===== src/rtl/demux2x32_buf_pkg.sv =====
// Shared constants and types for the two-channel buffered demultiplexer.
// Depth and occupancy width are fixed by the 2-entry channel FIFOs.
package demux2x32_buf_pkg;

  localparam int WIDTH_DEFAULT = 32;
  localparam int FIFO_DEPTH    = 2;
  localparam int OCC_W         = 2;

  typedef enum logic [1:0] {
    ST_EMPTY = 2'd0,
    ST_ONE   = 2'd1,
    ST_FULL  = 2'd2
  } fifo_state_e;

  // The state encoding is chosen so that it equals the occupancy count.
  function automatic logic [OCC_W-1:0] state_to_occ(input fifo_state_e st);
    return st;
  endfunction

endpackage


===== src/rtl/demux2x32_buf_if.sv =====
// Source-side push bus plus both channel output buses of the demultiplexer.
// The source/sinks take the master modport, the block takes the slave modport.
interface demux2x32_buf_if
  import demux2x32_buf_pkg::*;
#(
  parameter int WIDTH = WIDTH_DEFAULT
);

  logic [WIDTH-1:0] D;
  logic             S;
  logic             IN_VALID;
  logic             IN_READY;
  logic [WIDTH-1:0] Y0;
  logic             Y0_VALID;
  logic             Y0_READY;
  logic [WIDTH-1:0] Y1;
  logic             Y1_VALID;
  logic             Y1_READY;
  logic [OCC_W-1:0] OCC0;
  logic [OCC_W-1:0] OCC1;

  modport master (
    output D, S, IN_VALID, Y0_READY, Y1_READY,
    input  IN_READY, Y0, Y0_VALID, Y1, Y1_VALID, OCC0, OCC1
  );

  modport slave (
    input  D, S, IN_VALID, Y0_READY, Y1_READY,
    output IN_READY, Y0, Y0_VALID, Y1, Y1_VALID, OCC0, OCC1
  );

endinterface


===== src/rtl/demux_fifo2.sv =====
// Two-entry FIFO for one demux channel: 1-bit wrapping pointers, occupancy
// tracked as an EMPTY/ONE/FULL state, head word forced to zero when empty.
module demux_fifo2
  import demux2x32_buf_pkg::*;
#(
  parameter int WIDTH = WIDTH_DEFAULT
) (
  input  logic             clk_i,
  input  logic             rst_n_i,
  input  logic             push_i,
  input  logic             pop_i,
  input  logic [WIDTH-1:0] data_i,
  output logic [WIDTH-1:0] data_o,
  output logic             valid_o,
  output logic [OCC_W-1:0] occ_o
);

  fifo_state_e      state_q, state_d;
  logic             wr_ptr_q, wr_ptr_d;
  logic             rd_ptr_q, rd_ptr_d;
  logic             push_ok, pop_ok;
  logic [WIDTH-1:0] entry_rd [FIFO_DEPTH];

  // Guard against overflow/underflow even if the caller misbehaves.
  assign push_ok = push_i && (state_q != ST_FULL);
  assign pop_ok  = pop_i  && (state_q != ST_EMPTY);

  always_comb begin
    state_d  = state_q;
    wr_ptr_d = wr_ptr_q ^ push_ok;
    rd_ptr_d = rd_ptr_q ^ pop_ok;
    case (state_q)
      ST_EMPTY: if (push_ok) state_d = ST_ONE;
      ST_ONE: begin
        if (push_ok && !pop_ok)      state_d = ST_FULL;
        else if (pop_ok && !push_ok) state_d = ST_EMPTY;
      end
      ST_FULL:  if (pop_ok) state_d = ST_ONE;
      default:  state_d = ST_EMPTY;
    endcase
  end

  always_ff @(posedge clk_i or negedge rst_n_i) begin
    if (!rst_n_i) begin
      state_q  <= ST_EMPTY;
      wr_ptr_q <= 1'b0;
      rd_ptr_q <= 1'b0;
    end else begin
      state_q  <= state_d;
      wr_ptr_q <= wr_ptr_d;
      rd_ptr_q <= rd_ptr_d;
    end
  end

  generate
    for (genvar gi = 0; gi < FIFO_DEPTH; gi++) begin : g_entry
      logic [WIDTH-1:0] entry_q;

      always_ff @(posedge clk_i or negedge rst_n_i) begin
        if (!rst_n_i) begin
          entry_q <= '0;
        end else if (push_ok && (wr_ptr_q == 1'(gi))) begin
          entry_q <= data_i;
        end
      end

      assign entry_rd[gi] = entry_q;
    end
  endgenerate

  assign valid_o = (state_q != ST_EMPTY);
  assign data_o  = valid_o ? entry_rd[rd_ptr_q] : '0;
  assign occ_o   = state_to_occ(state_q);

endmodule


===== src/rtl/demux2x32_buf.sv =====
// Buffered 1-to-2 demultiplexer: steers each accepted word into the channel
// chosen by S; each channel drains independently through its own 2-entry FIFO.
module demux2x32_buf
  import demux2x32_buf_pkg::*;
#(
  parameter int WIDTH = WIDTH_DEFAULT
) (
  input  logic              Clk,
  input  logic              Clrn,
  demux2x32_buf_if.slave    bus
);

  logic [1:0]       push;
  logic [1:0]       pop;
  logic [1:0]       valid;
  logic [1:0]       sink_ready;
  logic [WIDTH-1:0] y_data [2];
  logic [OCC_W-1:0] occ    [2];
  logic [OCC_W-1:0] occ_sel;
  logic             in_ready;

  assign sink_ready = {bus.Y1_READY, bus.Y0_READY};

  // Acceptance looks only at the selected channel, so a stalled sibling never blocks.
  assign occ_sel  = bus.S ? occ[1] : occ[0];
  assign in_ready = (occ_sel < OCC_W'(FIFO_DEPTH));

  generate
    for (genvar gi = 0; gi < 2; gi++) begin : g_chan
      assign push[gi] = bus.IN_VALID && in_ready && (bus.S == 1'(gi));
      assign pop[gi]  = valid[gi] && sink_ready[gi];

      demux_fifo2 #(
        .WIDTH (WIDTH)
      ) u_fifo (
        .clk_i   (Clk),
        .rst_n_i (Clrn),
        .push_i  (push[gi]),
        .pop_i   (pop[gi]),
        .data_i  (bus.D),
        .data_o  (y_data[gi]),
        .valid_o (valid[gi]),
        .occ_o   (occ[gi])
      );
    end
  endgenerate

  assign bus.IN_READY = in_ready;
  assign bus.Y0       = y_data[0];
  assign bus.Y0_VALID = valid[0];
  assign bus.OCC0     = occ[0];
  assign bus.Y1       = y_data[1];
  assign bus.Y1_VALID = valid[1];
  assign bus.OCC1     = occ[1];

endmodule


===== src/flat_wrapper.sv =====
// flat-port wrapper written by rule: the top's interface ports become plain ports
module demux2x32_buf_flat import demux2x32_buf_pkg::*;
#(
  parameter int WIDTH = WIDTH_DEFAULT
)
  (Clk, Clrn, bus_D, bus_S, bus_IN_VALID, bus_Y0_READY, bus_Y1_READY, bus_IN_READY, bus_Y0, bus_Y0_VALID, bus_Y1, bus_Y1_VALID, bus_OCC0, bus_OCC1);
  demux2x32_buf_if #(.WIDTH(WIDTH)) bus_i ();
  input  logic Clk;
  input  logic Clrn;
  input wire logic [$bits(bus_i.D)-1:0] bus_D;
  input wire logic [$bits(bus_i.S)-1:0] bus_S;
  input wire logic [$bits(bus_i.IN_VALID)-1:0] bus_IN_VALID;
  input wire logic [$bits(bus_i.Y0_READY)-1:0] bus_Y0_READY;
  input wire logic [$bits(bus_i.Y1_READY)-1:0] bus_Y1_READY;
  output wire logic [$bits(bus_i.IN_READY)-1:0] bus_IN_READY;
  output wire logic [$bits(bus_i.Y0)-1:0] bus_Y0;
  output wire logic [$bits(bus_i.Y0_VALID)-1:0] bus_Y0_VALID;
  output wire logic [$bits(bus_i.Y1)-1:0] bus_Y1;
  output wire logic [$bits(bus_i.Y1_VALID)-1:0] bus_Y1_VALID;
  output wire logic [$bits(bus_i.OCC0)-1:0] bus_OCC0;
  output wire logic [$bits(bus_i.OCC1)-1:0] bus_OCC1;
  assign bus_i.D = bus_D;
  assign bus_i.S = bus_S;
  assign bus_i.IN_VALID = bus_IN_VALID;
  assign bus_i.Y0_READY = bus_Y0_READY;
  assign bus_i.Y1_READY = bus_Y1_READY;
  assign bus_IN_READY = bus_i.IN_READY;
  assign bus_Y0 = bus_i.Y0;
  assign bus_Y0_VALID = bus_i.Y0_VALID;
  assign bus_Y1 = bus_i.Y1;
  assign bus_Y1_VALID = bus_i.Y1_VALID;
  assign bus_OCC0 = bus_i.OCC0;
  assign bus_OCC1 = bus_i.OCC1;
  demux2x32_buf #(.WIDTH(WIDTH)) u_core (.Clk(Clk), .Clrn(Clrn), .bus(bus_i));
endmodule

===== config.mk =====
export PLATFORM = sky130hd
export DESIGN_NAME = demux2x32_buf_flat
export DESIGN_NICKNAME = d
export VERILOG_FILES = /design/src/rtl/demux2x32_buf_pkg.sv /design/src/rtl/demux2x32_buf_if.sv /design/src/rtl/demux_fifo2.sv /design/src/rtl/demux2x32_buf.sv /design/src/flat_wrapper.sv
export SDC_FILE = /design/constraint.sdc
export NUM_CORES = 1
export LEC_CHECK = 0
export BUFFER_PORTS_ARGS = -buffer_cell sky130_fd_sc_hd__clkbuf_2
export CELL_PAD_IN_SITES_DETAIL_PLACEMENT = 1
export CELL_PAD_IN_SITES_GLOBAL_PLACEMENT = 1
export CORE_AREA = 2 2 143 145
export CTS_BUF_LIST = sky130_fd_sc_hd__clkbuf_2 sky130_fd_sc_hd__clkbuf_4 sky130_fd_sc_hd__clkbuf_8
export DETAILED_ROUTE_END_ITERATION = 10
export DIE_AREA = 0 0 145 147
export PLACE_DENSITY_LB_ADDON = 0.25
export RECOVER_POWER = 25
export SLEW_MARGIN = 20
export SYNTH_ARGS = -nofsm -noshare
export SYNTH_HDL_FRONTEND = slang
export SYNTH_SLANG_ARGS = --single-unit

===== constraint.sdc =====
create_clock -name Clk -period 1.7 [get_ports Clk]
set_input_delay 0.34 -clock Clk [delete_from_list [all_inputs] [get_ports Clk]]
set_output_delay 0.34 -clock Clk [all_outputs]
set_load 0.005 [all_outputs]

==> flow_results.xml <==
<?xml version="1.0" encoding="UTF-8"?>
<metrics>
  <group name="clocking">
    <metric name="cts_buffers" unit="">17</metric>
    <metric name="htree_num_levels" unit="">4</metric>
    <metric name="insertion_delay" unit="ps">440</metric>
    <metric name="cts.path.max_buffers" unit="">2</metric>
    <metric name="cts_root_buf" unit="">clkbuf_8</metric>
    <metric name="tritoncts" unit="">yes</metric>
    <metric name="clock_slew_at_the_register_clock_pins_of_the_worst_setup_and_hold_paths" unit="ps">80</metric>
    <metric name="clkSinkCount" unit="">136</metric>
  </group>
  <group name="yosys">
    <metric name="synthesis.area" unit="um^2">6830</metric>
    <metric name="synth_fp_nets" unit="">503</metric>
    <metric name="post_synth.cell_area_avg" unit="um^2">14.9</metric>
    <metric name="yosysSeqAreaShare" unit="%">49.8</metric>
    <metric name="yosys_register_bits" unit="">136</metric>
    <metric name="netlist-cell-type-count" unit="">23</metric>
    <metric name="yosysWarnings" unit="">0</metric>
    <metric name="number_of_cells_produced_by_synthesis" unit="">459</metric>
  </group>
  <group name="power">
    <metric name="peakVddDrop" unit="uV">688</metric>
    <metric name="report.power.total" unit="uW">17100</metric>
    <metric name="leakagePower" unit="uW">0.00404</metric>
    <metric name="power.density" unit="nW/um^2">1990</metric>
  </group>
  <group name="finish">
    <metric name="area_growth" unit="%">25.7</metric>
    <metric name="fin_util" unit="%">43.3</metric>
    <metric name="filler_cell_count" unit="">2028</metric>
    <metric name="final_design_area_no_fill" unit="um^2">8590</metric>
    <metric name="diodes" unit="">0</metric>
    <metric name="nets" unit="">640</metric>
    <metric name="finalNonFillerCells" unit="">879</metric>
    <metric name="final_layout_size_suffix_gt1_share" unit="%">64.7</metric>
  </group>
  <group name="worst_setup_path">
    <metric name="path_max_fanout" unit="">20</metric>
    <metric name="required" unit="ps">1360</metric>
    <metric name="end_kind" unit="">primary output</metric>
    <metric name="crit_type" unit="">reg2out</metric>
    <metric name="cp_data_arrival_time" unit="ps">1540</metric>
    <metric name="rrSetupSlack" unit="ps">120</metric>
    <metric name="startpoint_type" unit="">flip-flop</metric>
  </group>
  <group name="timing">
    <metric name="min_period_over_period" unit="%">111</metric>
    <metric name="report.final.hold_viol_count" unit="">0</metric>
    <metric name="timing_worst_slew_pin_value" unit="ps">859</metric>
    <metric name="post-route-min-period" unit="ps">1880</metric>
    <metric name="max_slew_margin" unit="%">42.7</metric>
    <metric name="slew_viol_final" unit="">0</metric>
    <metric name="fmaxAchievable" unit="MHz">531</metric>
    <metric name="skew" unit="ps">11.4</metric>
    <metric name="grt_setup_unrepaired" unit="">true</metric>
    <metric name="final_setup_violation_count" unit="">67</metric>
    <metric name="layout_setup_ws" unit="ps">-184</metric>
  </group>
  <group name="placed_design">
    <metric name="gpl.final_weighted_congestion" unit="">0.724</metric>
    <metric name="place.port_buffers" unit="">108</metric>
    <metric name="placed_cells_incl_taps" unit="">835</metric>
    <metric name="detailed_place_hpwl" unit="um">11000</metric>
    <metric name="dpl_cell_area" unit="um^2">7810</metric>
  </group>
  <group name="floorplanning">
    <metric name="io_pins" unit="">109</metric>
    <metric name="die_w" unit="um">145</metric>
    <metric name="floorplan.die_area" unit="um^2">21300</metric>
    <metric name="design.core.area" unit="um^2">19800</metric>
    <metric name="chipHeight" unit="um">147</metric>
    <metric name="initial_utilization" unit="%">34.4</metric>
    <metric name="row_count" unit="">52</metric>
  </group>
  <group name="route">
    <metric name="drt_iter0_drc" unit="">192</metric>
    <metric name="num_vias" unit="">4079</metric>
    <metric name="dr.pass1.iters" unit="">4</metric>
    <metric name="routed_wire_length_per_instance" unit="um">19.3</metric>
    <metric name="antenna_nets_post_route" unit="">0</metric>
    <metric name="remaining_drc_errors" unit="">0</metric>
    <metric name="route.final.wire_length" unit="um">16900</metric>
    <metric name="vias_per_cell" unit="">4.64</metric>
  </group>
  <group name="global_route">
    <metric name="grt_first_pass_wirelength" unit="um">27100</metric>
    <metric name="track_usage" unit="%">16.5</metric>
    <metric name="first_global_vias" unit="">4637</metric>
    <metric name="grt.overflow.total" unit="">0</metric>
    <metric name="antenna_found_initial" unit="">0</metric>
    <metric name="grt_start_max_net_pins" unit="">47</metric>
  </group>
  <group name="outcome">
    <metric name="violations" unit="">setup timing</metric>
    <metric name="run_status" unit="">complete, but fails checks</metric>
  </group>
  <group name="flow_run">
    <metric name="cap_violations" unit="">0</metric>
  </group>
  <group name="min_path">
    <metric name="hold_path.class" unit="">in2reg</metric>
  </group>
</metrics>
cells in the final DEF (no fill, tap or decap), types with 2 or more instances in the layout:
master,instances
clkinv_2,4
mux2_4,120
o211ai_1,2
inv_1,4
ha_1,2
mux2i_2,20
mux2_2,8
nor2_1,14
dfrtp_1,132
clkbuf_16,2
buf_6,6
clkbuf_2,103
dfrtp_2,4
nand2_1,3
nor2_2,42
xnor2_1,2
buf_4,16
nor2_4,12
nand3b_1,4
clkbuf_8,22
clkbuf_4,3
ha_2,4
nand2b_1,3
buf_12,15
mux2i_1,44
buf_2,4
cell usage after synthesis (all sizes together):
library cell | number | share of area (%)
buf | 31 | 4.2
dfrtp | 136 | 50
ha | 6 | 1.1
inv | 6 | 0.33
mux2 | 128 | 28
mux2i | 65 | 9.5
nand2 | 3 | 0.16
nand2b | 3 | 0.27
nand3b | 4 | 0.44
nand4bb | 1 | 0.16
nor2 | 68 | 5.4
o211ai | 2 | 0.22
o21ai | 2 | 0.20
o22ai | 1 | 0.092
o32ai | 1 | 0.13
xnor2 | 2 | 0.26
routing by layer:
layer,GRT usage [%],wire (um),vias to the layer above
met1,22.6,7960,2139
li1,-,-,1859
met4,4.75,148,0
met2,26.1,8300,69
met5,0,0,-
met3,3.98,525,12
worst max-delay path: stages, from the launching register on:
cell	delay [ps]
dfrtp_2	410
buf_12	210
mux2i_2	280
nor2_1	60
clkbuf_2	110
cell type report:
| type | count | area (um^2) | share of cell area, % |
|---|---|---|---|
| clock buffer | 25 | 325 | 3.79 |
| clock inverter | 7 | 66.3 | 0.772 |
| inverter | 6 | 25.0 | 0.291 |
| multi-input combinational | 286 | 3300 | 38.4 |
| sequential | 136 | 3410 | 39.7 |
| tap | 270 | 338 | 3.93 |
| timing repair buffer | 149 | 1130 | 13.1 |
kinds of logic (layout without fill, tap and decap cells):
family,after synthesis,in the layout,synth area share (%)
AO/OA/AOI/OAI,6,6,0.641
XOR/XNOR,2,2,0.257
adder cells (fa/ha/maj),6,6,1.10
buffers and inverters,37,187,4.49
flip-flops,136,136,49.8
multiplexers,193,193,37.2
AND/OR/NAND/NOR,79,79,6.47
report_power, final:
part / switching [uW] / leakage, uW / internal (uW)
combinational: 3520 / 0.00222 / 4970
clock: 1240 / 0.000206 / 1390
sequential: 1100 / 0.00161 / 4890
metrics by stage:
| stage | setup TNS [ps] | setup slack [ps] | hold slack, ps |
|---|---|---|---|
| final | -9430 | -184 | 100 |
| after detailed placement | -6030 | -143 | 255 |
| after global routing | -15540 | -269 | 72.9 |
| after CTS | -13350 | -239 | 59.4 |
| after floorplan | 0 | 61.4 | 44.4 |
| after global placement | -3920 | -102 | 248 |
state kept, by name, indices dropped and copies added (netlist names):
register                              cells
u_core.g_chan.u_fifo.rd_ptr_q             2
u_core.g_chan.u_fifo.wr_ptr_q             2
u_core.g_chan.u_fifo.occ_o                4
u_core.g_chan.u_fifo.g_entry.entry_q    128
worst paths after layout:
path | from | end | cells after the start
min | bus_Y0_READY | u_core.g_chan[0].u_fifo.occ_o[1] | 2
max in group asynchronous | Clrn | u_core.g_chan[0].u_fifo.g_entry[1].entry_q[6] | 3
max reg2reg | u_core.g_chan[0].u_fifo.occ_o[1] | u_core.g_chan[0].u_fifo.g_entry[0].entry_q[0] | 4
min in group asynchronous | Clrn | u_core.g_chan[1].u_fifo.g_entry[0].entry_q[0] | 2
min reg2reg | u_core.g_chan[0].u_fifo.g_entry[0].entry_q[31] | u_core.g_chan[0].u_fifo.g_entry[0].entry_q[31] | 1
max | u_core.g_chan[1].u_fifo.rd_ptr_q | bus_Y1[22] | 4
repair_timing:
action / CTS / global route
hold buffers: 1 / 0
pin swaps: 8 / 3
cloned: 3 / 2
endpoints found under the setup margin: 66 / 106
gates resized for setup: 40 / 36
buffers inserted: 7 / 2
hold endpoints to repair: 29 / 0
Note: power is estimated with default switching activity, not from simulation.
